### src/rtl/button_event_filter_pkg.sv
// Shared types and constants for the button event filter.
//   EVT_IDX_W : width of the button index carried by an event
//   TICK_MS   : debounce tick period in milliseconds
//   evt_t     : one queued event {index, press}
package button_event_pkg;

   localparam int EVT_IDX_W = 3;
   localparam int TICK_MS   = 1;

   typedef struct packed {
      logic [EVT_IDX_W-1:0] index;
      logic                 press;
   } evt_t;

endpackage

### src/rtl/button_event_filter_if.sv
// Event stream between the filter (master) and its consumer (slave).
//   valid : head event present
//   ready : consumer accepts head this cycle
//   index : button index of head event
//   press : 1 = press, 0 = release
interface button_event_filter_if;
   import button_event_pkg::*;

   logic                 valid;
   logic                 ready;
   logic [EVT_IDX_W-1:0] index;
   logic                 press;

   modport master (output valid, output index, output press, input ready);
   modport slave  (input valid, input index, input press, output ready);

endinterface

### src/rtl/button_event_filter_sync_fifo.sv
// Show-ahead synchronous FIFO with exact occupancy.
//   i_clk, i_reset : clock, synchronous active-high reset
//   push/push_data : write request, ignored when full
//   pop            : read request, ignored when empty
//   head           : entry at the read pointer (valid when count != 0)
//   count          : occupancy, 0..DEPTH
module sync_fifo #(
   parameter int WIDTH = 4,
   parameter int DEPTH = 8
) (
   input  logic                   i_clk,
   input  logic                   i_reset,
   input  logic                   push,
   input  logic [WIDTH-1:0]       push_data,
   input  logic                   pop,
   output logic [WIDTH-1:0]       head,
   output logic [$clog2(DEPTH):0] count
);
   localparam int AW = $clog2(DEPTH);

   logic [WIDTH-1:0] mem [DEPTH];
   logic [AW-1:0]    wr_ptr;
   logic [AW-1:0]    rd_ptr;
   logic             do_push;
   logic             do_pop;

   assign do_push = push && (count != (AW+1)'(DEPTH));
   assign do_pop  = pop && (count != '0);
   assign head    = mem[rd_ptr];

   always_ff @(posedge i_clk) begin
      if (do_push) mem[wr_ptr] <= push_data;
   end

   // DEPTH is a power of two, so the pointers wrap on their own.
   always_ff @(posedge i_clk) begin
      if (i_reset) begin
         wr_ptr <= '0;
         rd_ptr <= '0;
         count  <= '0;
      end else begin
         if (do_push) wr_ptr <= wr_ptr + AW'(1);
         if (do_pop)  rd_ptr <= rd_ptr + AW'(1);
         case ({do_push, do_pop})
            2'b10:   count <= count + (AW+1)'(1);
            2'b01:   count <= count - (AW+1)'(1);
            default: count <= count;
         endcase
      end
   end

endmodule

### src/rtl/button_event_filter.sv
// Debounces raw button levels and queues press/release events.
//   i_clk, i_reset   : clock, synchronous active-high reset
//   i_button         : raw levels, 1 = pressed
//   o_button_stable  : debounced levels
//   evt              : event stream (master), show-ahead FIFO head
//   o_fifo_count     : FIFO occupancy
//   o_overflow       : sticky; events merged or accepted while FIFO full
//   i_clr_overflow   : clears o_overflow (a same-cycle set wins)
module button_event_filter
   import button_event_pkg::*;
#(
   parameter int CLK_RATE_HZ    = 16_000_000,
   parameter int TICK_CYCLES    = CLK_RATE_HZ / 1000 * TICK_MS,
   parameter int DEBOUNCE_TICKS = 20,
   parameter int NUM_BUTTONS    = 8,
   parameter int FIFO_DEPTH     = 8
) (
   input  logic                        i_clk,
   input  logic                        i_reset,
   input  logic [NUM_BUTTONS-1:0]      i_button,
   output logic [NUM_BUTTONS-1:0]      o_button_stable,
   button_event_filter_if.master       evt,
   output logic [$clog2(FIFO_DEPTH):0] o_fifo_count,
   output logic                        o_overflow,
   input  logic                        i_clr_overflow
);
   localparam int PRESC_W = (TICK_CYCLES > 1) ? $clog2(TICK_CYCLES) : 1;
   localparam int DB_W    = $clog2(DEBOUNCE_TICKS);
   localparam int FC_W    = $clog2(FIFO_DEPTH) + 1;

   logic [PRESC_W-1:0]     presc;
   logic                   tick;
   logic [DB_W-1:0]        db_cnt [NUM_BUTTONS];
   logic [NUM_BUTTONS-1:0] stable;
   logic [NUM_BUTTONS-1:0] pending;
   logic [NUM_BUTTONS-1:0] pend_press;
   logic [NUM_BUTTONS-1:0] accept;
   logic [NUM_BUTTONS-1:0] first_vec;
   logic [NUM_BUTTONS-1:0] grant_vec;
   logic                   grant_any;
   logic [EVT_IDX_W-1:0]   grant_idx;
   logic                   grant;
   logic [FC_W-1:0]        fifo_count;
   logic [FC_W-1:0]        occupancy;
   logic                   fifo_full;
   logic                   merge;
   logic                   held;
   logic                   push_q;
   evt_t                   push_d_q;
   evt_t                   head;

   assign tick = (presc == PRESC_W'(TICK_CYCLES - 1));

   always_ff @(posedge i_clk) begin
      if (i_reset || tick) presc <= '0;
      else                 presc <= presc + PRESC_W'(1);
   end

   always_comb begin
      accept = '0;
      for (int i = 0; i < NUM_BUTTONS; i++)
         accept[i] = tick && (i_button[i] != stable[i]) &&
                     (db_cnt[i] == DB_W'(DEBOUNCE_TICKS - 1));
   end

   // The push to the FIFO is registered, so an in-flight push already
   // occupies a slot; a same-cycle pop never frees room for a grant.
   assign occupancy = fifo_count + FC_W'(push_q);
   assign fifo_full = (occupancy >= FC_W'(FIFO_DEPTH));

   always_comb begin
      grant_any = 1'b0;
      grant_idx = '0;
      first_vec = '0;
      for (int i = 0; i < NUM_BUTTONS; i++) begin
         if (pending[i] && !grant_any) begin
            grant_any    = 1'b1;
            grant_idx    = EVT_IDX_W'(i);
            first_vec[i] = 1'b1;
         end
      end
   end

   assign grant     = grant_any && !fifo_full;
   assign grant_vec = grant ? first_vec : '0;

   // merge: a new level replaced an event still waiting in pending.
   // held: an event debounced while the FIFO had no room for it.
   assign merge = |(accept & pending & ~grant_vec);
   assign held  = (|accept) && fifo_full;

   always_ff @(posedge i_clk) begin
      if (i_reset) begin
         stable     <= '0;
         pending    <= '0;
         pend_press <= '0;
         push_q     <= 1'b0;
         push_d_q   <= '0;
         o_overflow <= 1'b0;
         for (int i = 0; i < NUM_BUTTONS; i++) db_cnt[i] <= '0;
      end else begin
         for (int i = 0; i < NUM_BUTTONS; i++) begin
            if (i_button[i] == stable[i]) begin
               db_cnt[i] <= '0;
            end else if (accept[i]) begin
               db_cnt[i]     <= '0;
               stable[i]     <= i_button[i];
               pend_press[i] <= i_button[i];
            end else if (tick) begin
               db_cnt[i] <= db_cnt[i] + DB_W'(1);
            end
         end
         pending        <= (pending & ~grant_vec) | accept;
         push_q         <= grant;
         push_d_q.index <= grant_idx;
         push_d_q.press <= pend_press[grant_idx];
         if (merge || held)       o_overflow <= 1'b1;
         else if (i_clr_overflow) o_overflow <= 1'b0;
      end
   end

   sync_fifo #(
      .WIDTH ($bits(evt_t)),
      .DEPTH (FIFO_DEPTH)
   ) u_fifo (
      .i_clk     (i_clk),
      .i_reset   (i_reset),
      .push      (push_q),
      .push_data (push_d_q),
      .pop       (evt.valid && evt.ready),
      .head      (head),
      .count     (fifo_count)
   );

   assign evt.valid       = (fifo_count != '0);
   assign evt.index       = head.index;
   assign evt.press       = head.press;
   assign o_fifo_count    = fifo_count;
   assign o_button_stable = stable;

endmodule

### src/flat_wrapper.sv
// flat-port wrapper written by rule: the top's interface ports become plain ports
module button_event_filter_flat import button_event_pkg::*;
#(
   parameter int CLK_RATE_HZ    = 16_000_000,
   parameter int TICK_CYCLES    = CLK_RATE_HZ / 1000 * TICK_MS,
   parameter int DEBOUNCE_TICKS = 20,
   parameter int NUM_BUTTONS    = 8,
   parameter int FIFO_DEPTH     = 8
)
  (i_clk, i_reset, i_button, o_button_stable, o_fifo_count, o_overflow, i_clr_overflow, evt_valid, evt_index, evt_press, evt_ready);
  button_event_filter_if evt_i ();
  input  logic i_clk;
  input  logic i_reset;
  input  logic [NUM_BUTTONS-1:0] i_button;
  output logic [NUM_BUTTONS-1:0] o_button_stable;
  output logic [$clog2(FIFO_DEPTH):0] o_fifo_count;
  output logic o_overflow;
  input  logic i_clr_overflow;
  output wire logic [$bits(evt_i.valid)-1:0] evt_valid;
  output wire logic [$bits(evt_i.index)-1:0] evt_index;
  output wire logic [$bits(evt_i.press)-1:0] evt_press;
  input wire logic [$bits(evt_i.ready)-1:0] evt_ready;
  assign evt_valid = evt_i.valid;
  assign evt_index = evt_i.index;
  assign evt_press = evt_i.press;
  assign evt_i.ready = evt_ready;
  button_event_filter #(.CLK_RATE_HZ(CLK_RATE_HZ), .TICK_CYCLES(TICK_CYCLES), .DEBOUNCE_TICKS(DEBOUNCE_TICKS), .NUM_BUTTONS(NUM_BUTTONS), .FIFO_DEPTH(FIFO_DEPTH)) u_core (.i_clk(i_clk), .i_reset(i_reset), .i_button(i_button), .o_button_stable(o_button_stable), .evt(evt_i), .o_fifo_count(o_fifo_count), .o_overflow(o_overflow), .i_clr_overflow(i_clr_overflow));
endmodule
### config.mk
export PLATFORM = sky130hd
export DESIGN_NAME = button_event_filter_flat
export DESIGN_NICKNAME = d
export VERILOG_FILES = /design/src/rtl/button_event_filter_pkg.sv /design/src/rtl/button_event_filter_if.sv /design/src/rtl/button_event_filter_sync_fifo.sv /design/src/rtl/button_event_filter.sv /design/src/flat_wrapper.sv
export SDC_FILE = /design/constraint.sdc
export NUM_CORES = 1
export LEC_CHECK = 0
export BUFFER_PORTS_ARGS = -buffer_cell sky130_fd_sc_hd__buf_2
export CORE_MARGIN = 1.5
export CORE_UTILIZATION = 35
export DETAILED_ROUTE_END_ITERATION = 8
export GPL_ROUTABILITY_DRIVEN = 0
export HOLD_SLACK_MARGIN = 0.02
export PLACE_DENSITY = 0.48
export SLEW_MARGIN = 25
export SYNTH_ARGS = -nofsm -noshare
export SYNTH_HDL_FRONTEND = slang
export SYNTH_SLANG_ARGS = --single-unit
### constraint.sdc
create_clock -name i_clk -period 5.84 [get_ports i_clk]
set_input_delay 1.168 -clock i_clk [delete_from_list [all_inputs] [get_ports i_clk]]
set_output_delay 1.168 -clock i_clk [all_outputs]
set_load 0.01 [all_outputs]
==> run metrics, run 1 <==
Post-synth top flop edfxtp_1; n_diodes 0; cts bufs inserted 17; CTS resizes 0; input/output buffers 29; WP data required between 4 and 5 ns; Design Power a little under 2 mW; register area share after synthesis a little under three fifths; reg-to-reg slack, setup 3.22 ns; max_cap viols 0; hold path depth 1; Net Sw Power a little over 0.4 mW; Worst-path clk slew roughly 0.06 ns; Ports 30; Avg Inst Size Synth 11.26 sq um; # DRC 0; mapped cell area 5550 sq um; FFs w/ async S/R, synth 0%; overall routing resource usage roughly 14%; CTS tree built; Max Slew Vio Count 0; Comb pwr share roughly 2.0%; Synth area leader edfxtp_1; Synth top cells by count nor2_1 (80), edfxtp_1 (72), dfxtp_1 (49); final worst-path cycle share 56.10%; Yosys reg bits 121; Pwr Density about 300 nW/um^2; root buffer cell clkbuf_16; Sw Ratio 21.22%; share of layout cells above drive strength 1 15.93%; clk_skew around 0.0084 ns; hpwl dp roughly 7500 um; Post-CTS Setup Bufs 0; crit end category output port; ANT nets after route 0; wirelength, routed approximately 11000 um; type of the most critical hold path flip-flop to flip-flop; register share of total power 47.4%; share of the synthesized area in the top cell type approximately two fifths; CTS Buffer Depth 2; FF-to-FF Start u_core.presc[0]; Max IR drop VDD around 170 uV; initial antenna violation count 0; placed cell areas 5936 sq um; FF-to-FF path depth 7; first-pass GRT wire length 17680 um; Fin Hold WS about 0.46 ns; Crit Path Category flip-flop to output port; Reg-to-Reg End u_core.db_cnt[0][3]; clock network power share between 50% and 60%; Final Critical Period 3.276 ns; maximum clock rate slightly above 0.3 GHz; number of H-tree levels 4; Worst-Skew Late Latency just over 0.4 ns; Rel. slew slack a little under two fifths; P&R area growth vs syn 17.34%; pre-CTS WS 2.709 ns; DR WL/cell 14.19 um; vias in the first global route 3491; Sink Count 121; CP Data Arrival Time 2.11 ns; top cells by area, synth edfxtp_1 (39%), dfxtp_1 (18%), nor2_1 (5.4%), xor2_1 (5.4%), nand3_1 (3.5%); Post-Synthesis Cells 493; Final #Nets ~560; final setup vio count 0; total core area about 15000 sq um; Ys Warns 0; Leak roughly 2.4 nW; Site Rows between 40 and 50; Syn Nets 521; final hold violation count 0; largest net degree at the start of global routing 38; hold_buf cts 0; Vias/cell 4.769; worst-margin pin slew just over 0.9 ns; status finished, final reports clean; drt first pass iters 4; die width around 130 um; Post-Layout Inst Area 6513 sq um; die area ~17000 sq um; number of synthesized flops with an enable pin 72; DR vias 3610; initial DRC count between 200 and 250; hold_sp u_core.presc[0]; Final WS setup 2.564 ns; Setup crit start kind flip-flop; grt total ovfl 0; count leader, synth nor2_1; Hold EP u_core.presc[0]; starting density of the core a little over a third; count of cell types in the netlist 50; RSZ-0062 raised after global routing false; # fillers between 1000 and 1500; height of the die 128.9 um; Critical Path Fanout Max 8; Pint 1.535 mW; setup TNS 0 ns
## routing by layer
layer	track usage (%)	vias up	wire length [um]
met1	18.06	1721	5242
met2	22.24	39	5101
met5	0	-	0
li1	-	1841	-
met3	4.491	9	281
met4	5.552	0	113
## registers in the layout, indices dropped and copies added (netlist names), named ones only
name / flops
u_core.pending: 8
u_core.u_fifo.mem: 32
u_core.o_overflow: 1
u_core.db_cnt: 40
u_core.u_fifo.count: 4
u_core.u_fifo.rd_ptr: 3
u_core.pend_press: 7
u_core.push_q: 1
u_core.push_d_q: 4
u_core.o_button_stable: 1
u_core.presc: 14
u_core.u_fifo.wr_ptr: 3
## how the worst max path moves through the flow
stage          startpoint                    to  slack (ns)  cells after the start
6_report        flip-flop          evt_index[1]        2.56                      3
5_1_grt         flip-flop          evt_index[1]        2.44                      3
4_1_cts         flip-flop          evt_index[1]        2.49                      3
3_5_place_dp      i_reset  u_core.db_cnt[0][16]        2.71                      3
3_3_place_gp      i_reset   u_core.db_cnt[0][6]        2.74                      3
2_1_floorplan   flip-flop          evt_index[0]        3.12                      3
## per-stage QoR
| stage | std cells | utilization [%] |
|---|---|---|
| detailed placement | 725 | 38.62 |
| floorplan | 493 | - |
| CTS | 757 | 42.37 |
| finish | 757 | 42.37 |
| global placement | 725 | 38.62 |
| global route | 757 | 42.37 |
## cell type report
type	count	area, sq um	share of cell area (%)
timing repair buffer	31	160.2	2.459
clock inverter	11	83.83	1.287
tap	211	264.0	4.054
multi-input combinational	345	2305	35.39
inverter	17	63.81	0.9798
clock buffer	21	493.0	7.570
sequential	121	3143	48.26
## cell families after synthesis
group                    after synthesis  synth area share [%]
adder cells (fa/ha/maj)               16                 3.742
XOR/XNOR                              50                 7.890
AND/OR/NAND/NOR                      212                 19.16
buffers and inverters                 27                 1.848
AO/OA/AOI/OAI                         48                 5.410
multiplexers                          19                 5.320
flip-flops                           121                 56.63
## cells in the final DEF, fill, tap and decap left out, drive strengths merged, types with 8 or more instances in the layout
cell type	Yosys	layout
nand3	40	40
nor3	8	8
xor2	34	34
inv	17	21
clkbuf	9	21
nand2	39	39
buf	1	31
dfxtp	49	49
edfxtp	72	72
mux4	8	8
xnor2	16	16
a21oi	20	20
nor2	83	83
o21ai	9	9
ha	15	15
## worst max-delay path, cell delays in order (launching register included)
cell and delay [ns]:
dfxtp_1 0.68, mux4_2 0.60, mux2_2 0.28, buf_2 0.14
## power by group through the flow
stage	clock network (mW)	registers [mW]	logic, mW
2_1_floorplan	0	0.938	0.0278
3_3_place_gp	0	0.940	0.0390
3_5_place_dp	0	0.941	0.0393
4_1_cts	1.02	0.923	0.0398
5_1_grt	1.05	0.925	0.0443
6_report	0.987	0.923	0.0387
(Power assumes the default switching activity.)
==> inputs of run 2 (changes only) <==
clock period = 3.34 ns   (was 5.84 ns; I/O delays follow)
==> run 2 against run 1 <==
Effect of this change: die area stayed put; critical path depth did not move; worst hold slack better by 0.0068 ns; utilization is essentially flat; first-iteration DRC count grew 20%; worst setup slack got worse by 2.0 ns; sequential share of layout area barely moved; routed wire length increased by 0.25%; critical path type unchanged.
==> run metrics, run 2 (synthesized netlist as in run 1, its figures left out) <==
max reg flops 40; Design Power ~3.4 mW; hold path depth 1; Max IR drop VDD roughly 370 uV; Setup crit start kind flip-flop; Fin Hold WS 0.4679 ns; hold_buf cts 0; Crit Path Category flip-flop to output port; total core area 15370 sq um; Critical Path Fanout Max 8; FF-to-FF path depth 10; initial antenna violation count 0; CP Data Arrival Time 2.07 ns; worst-margin pin slew between 0.9 and 1 ns; DR WL/cell approximately 14 um; setup TNS 0 ns; max_cap viols 0; P&R area growth vs syn 17.38%; height of the die 128.9 um; Pwr Density 517.9 nW/um^2; number of H-tree levels 4; final worst-path cycle share ~80%; vias in the first global route between 3000 and 4000; clk_skew 0.01151 ns; WP data required roughly 2.7 ns; fin util a little over two fifths; Worst-path clk slew 0.06 ns; die area ~17000 sq um; RSZ-0062 raised after global routing false; Rel. slew slack a little over a third; CTS tree built; initial DRC count 280; final hold violation count 0; top flop regs u_core.db_cnt x40, u_core.u_fifo.mem x32, u_core.presc x14; Ports 30; Sink Count ~120; Site Rows 45; placed cell areas slightly below 6000 sq um; drt first pass iters 4; largest net degree at the start of global routing 35; share of layout cells above drive strength 1 between 10% and 20%; DR vias 3667; overall routing resource usage about 14%; first-pass GRT wire length approximately 18000 um; # DRC 0; wirelength, routed 10770 um; Final Critical Period between 2 and 3 ns; hpwl dp about 7700 um; starting density of the core a little over a third; maximum clock rate ~0.37 GHz; root buffer cell clkbuf_16; Top reg by flops u_core.db_cnt; ANT nets after route 0; Vias/cell around 4.8; most frequent cells in the layout nor2_1 (80), edfxtp_1 (72), dfxtp_1 (49); grt total ovfl 0; type of the most critical hold path flip-flop to flip-flop; CTS resizes 0; Leak between 2 and 2.5 nW; Worst-Skew Late Latency roughly 0.42 ns; n_diodes 0; cts bufs inserted 17; CTS Buffer Depth 2; input/output buffers 29; Post-Layout Inst Area 6515 sq um; Post-CTS Setup Bufs 0; commonest non-fill, non-tap cell in the layout nor2_1; die width 128.9 um; Final #Nets 563; Max Slew Vio Count 0; final setup vio count 0; status finished, final reports clean; crit end category output port
## run 2: worst paths after layout
path	start	to	slack, ns
min reg2reg	u_core.presc[0]	u_core.presc[0]	0.47
min	u_core.presc[0]	u_core.presc[0]	0.47
max reg2reg	u_core.u_fifo.count[3]	u_core.u_fifo.count[3]	0.73
max	flip-flop	evt_index[0]	0.60
## run 2: per-stage QoR
step | cells | setup slack (ns)
after floorplan | 493 | 0.8008
after global placement | 727 | 0.8199
after detailed placement | 727 | 0.7328
after CTS | 759 | 0.5296
after global routing | 759 | 0.4651
final | 759 | 0.6010
## run 2: cell type report
cell class | instances | area, sq um
clock buffers | 19 | 464.2
multi-input cells | 345 | 2312
well taps | 211 | 264.0
clock inverters | 13 | 92.59
flip-flops and latches | 121 | 3143
fillers | 1467 | 8856
inverters | 17 | 63.81
repair buffers | 33 | 175.2
## run 2: per-layer routing
layer	part of all wire [%]	global-route usage (%)	vias up
met5	0	0	-
met4	1.3	5.816	0
met3	3.8	4.782	12
met2	48	23.12	46
met1	47	17.88	1759
li1	-	-	1850
## run 2: critical path, cell delays in order, from the launching register on
cell and delay [ns]:
dfxtp_1 0.66, mux4_2 0.59, mux2_2 0.27, buf_2 0.13
## run 2: power breakdown
group	switching, mW	internal (mW)	leakage [nW]
registers	0.0191	1.60	1.14
logic	0.0414	0.0283	1.02
clock network	0.678	1.01	0.275
==> inputs of run 3 (changes only) <==
clock period = 2.85 ns   (was 3.34 ns; I/O delays follow)
==> run 3 against run 2 <==
Effect of this change: count of clock-buffer cells in the layout is 1 higher; final cell count grew 0.53%; critical path depth unchanged; sequential power up 17%; sequential share of layout area shrank 0.18 points; sequential cell count unchanged; first-iteration DRC count decreased by 33%; highest routed layer unchanged.
==> run metrics, run 3 (synthesized netlist as in run 1, its figures left out) <==
crit end category output port; RSZ-0062 raised after global routing false; Critical Path Fanout Max 8; top flop regs u_core.db_cnt x40, u_core.u_fifo.mem x32, u_core.presc x14; total core area approximately 15000 sq um; die area about 17000 sq um; Top reg by flops u_core.db_cnt; Final WS setup approximately 0.20 ns; initial antenna violation count 0; number of H-tree levels 4; cts bufs inserted 17; CP Data Arrival Time ~2.1 ns; Pwr Density roughly 610 nW/um^2; clk_skew between 0.009 and 0.01 ns; Largest stage delay, worst path approximately 0.65 ns; root buffer cell clkbuf_16; Final #Nets 567; FF-to-FF path depth 10; CTS tree built; Site Rows 45; type of the most critical hold path input port to flip-flop; Reg-to-Reg End u_core.u_fifo.count[3]; final setup vio count 0; FF-to-FF Start u_core.u_fifo.count[0]; Worst-Skew Late Latency 0.42 ns; Post-Layout Inst Area ~6500 sq um; Crit Path Category flip-flop to output port; height of the die approximately 130 um; reg-to-reg slack, setup about 0.27 ns; worst-path cell chain mux4_2 -> mux2_2 -> buf_2; worst-margin pin slew 0.7015 ns; hpwl dp between 7000 and 8000 um; DR vias ~3700; overall routing resource usage between 10% and 20%; # DRC 0; setup TNS 0 ns; first-pass GRT wire length roughly 18000 um; Worst setup endpoint evt_press; Worst-path clk slew roughly 0.060 ns; Max IR drop VDD between 400 and 500 uV; max reg flops 40; initial DRC count around 190; input/output buffers 29; Sink Count around 120; grt total ovfl 0; most frequent cells in the layout nor2_1 (80), edfxtp_1 (72), dfxtp_1 (49); Setup crit start kind flip-flop; wirelength, routed ~11000 um; Final Critical Period around 2.6 ns; DR WL/cell ~14 um; Post-CTS Setup Bufs 0; ANT nets after route 0; status finished, final reports clean; CTS Buffer Depth 2; placed cell areas 5981 sq um; drt first pass iters 4; Rel. slew slack 52.60%; share of layout cells above drive strength 1 16.85%; fin util 42.55%; Ports 30; P&R area growth vs syn 17.83%; CTS resizes 0; Vias/cell between 4 and 5; final worst-path cycle share between 90% and 100%; WP data required ~2.3 ns; Leak around 2.4 nW; final hold violation count 0; Max Slew Vio Count 0; pre-CTS WS 0.2618 ns; max_cap viols 0; starting density of the core 36.11%; die width 128.9 um; CP max stage cell dfxtp_1; maximum clock rate between 0.3 and 0.4 GHz; vias in the first global route 3612; hold_buf cts 0; largest net degree at the start of global routing 34; n_diodes 0; commonest non-fill, non-tap cell in the layout nor2_1
==> run 3: worst min path at each step <==
stage,startpoint,end,slack [ns],cells after the start
after floorplan,u_core.presc[0],u_core.presc[0],0.43,1
after global placement,u_core.presc[0],u_core.presc[0],0.45,1
after detailed placement,u_core.presc[0],u_core.presc[0],0.45,1
after CTS,i_reset,u_core.presc[6],0.37,2
after global routing,i_reset,u_core.presc[6],0.39,2
final,i_reset,u_core.presc[6],0.39,2
==> run 3: area by class of cell <==
type	count	area [sq um]
multi-input combinational	345	2305
clock buffer	20	467.9
fill	1450	8831
clock inverter	12	91.34
sequential	121	3143
tap	211	264.0
timing repair buffer	37	205.2
inverter	17	63.81
==> run 3: report_power, final <==
part           internal [mW]  switching, mW  total [mW]
sequential              1.87         0.0224        1.89
clock                   1.19          0.809        2.00
combinational         0.0331         0.0480      0.0812
==> run 3: worst max-delay path: cells and delay by family, from the launching register on <==
family / cells / cell delay, ns
multiplexers: 2 / 0.86
flip-flops: 1 / 0.65
buffers and inverters: 1 / 0.14
==> run 3: layer usage <==
layer / share of wire [%] / global-route usage (%) / routed length [um] / vias up
li1: - / - / - / 1855
met1: 48 / 17.46 / 5060 / 1754
met2: 47 / 22.40 / 4985 / 49
met3: 3.7 / 4.740 / 390 / 10
met4: 1.6 / 5.618 / 165 / 0
met5: 0 / 0 / 0 / -
==> run 3: through the flow <==
stage / hold slack, ns / power (mW) / std cells
4_1_cts: 0.3731 / 4.028 / 763
3_3_place_gp: 0.4499 / 2.008 / 731
5_1_grt: 0.3883 / 4.102 / 763
3_5_place_dp: 0.4501 / 2.010 / 731
6_report: 0.3935 / 3.973 / 763
2_1_floorplan: 0.4298 / 1.980 / 493
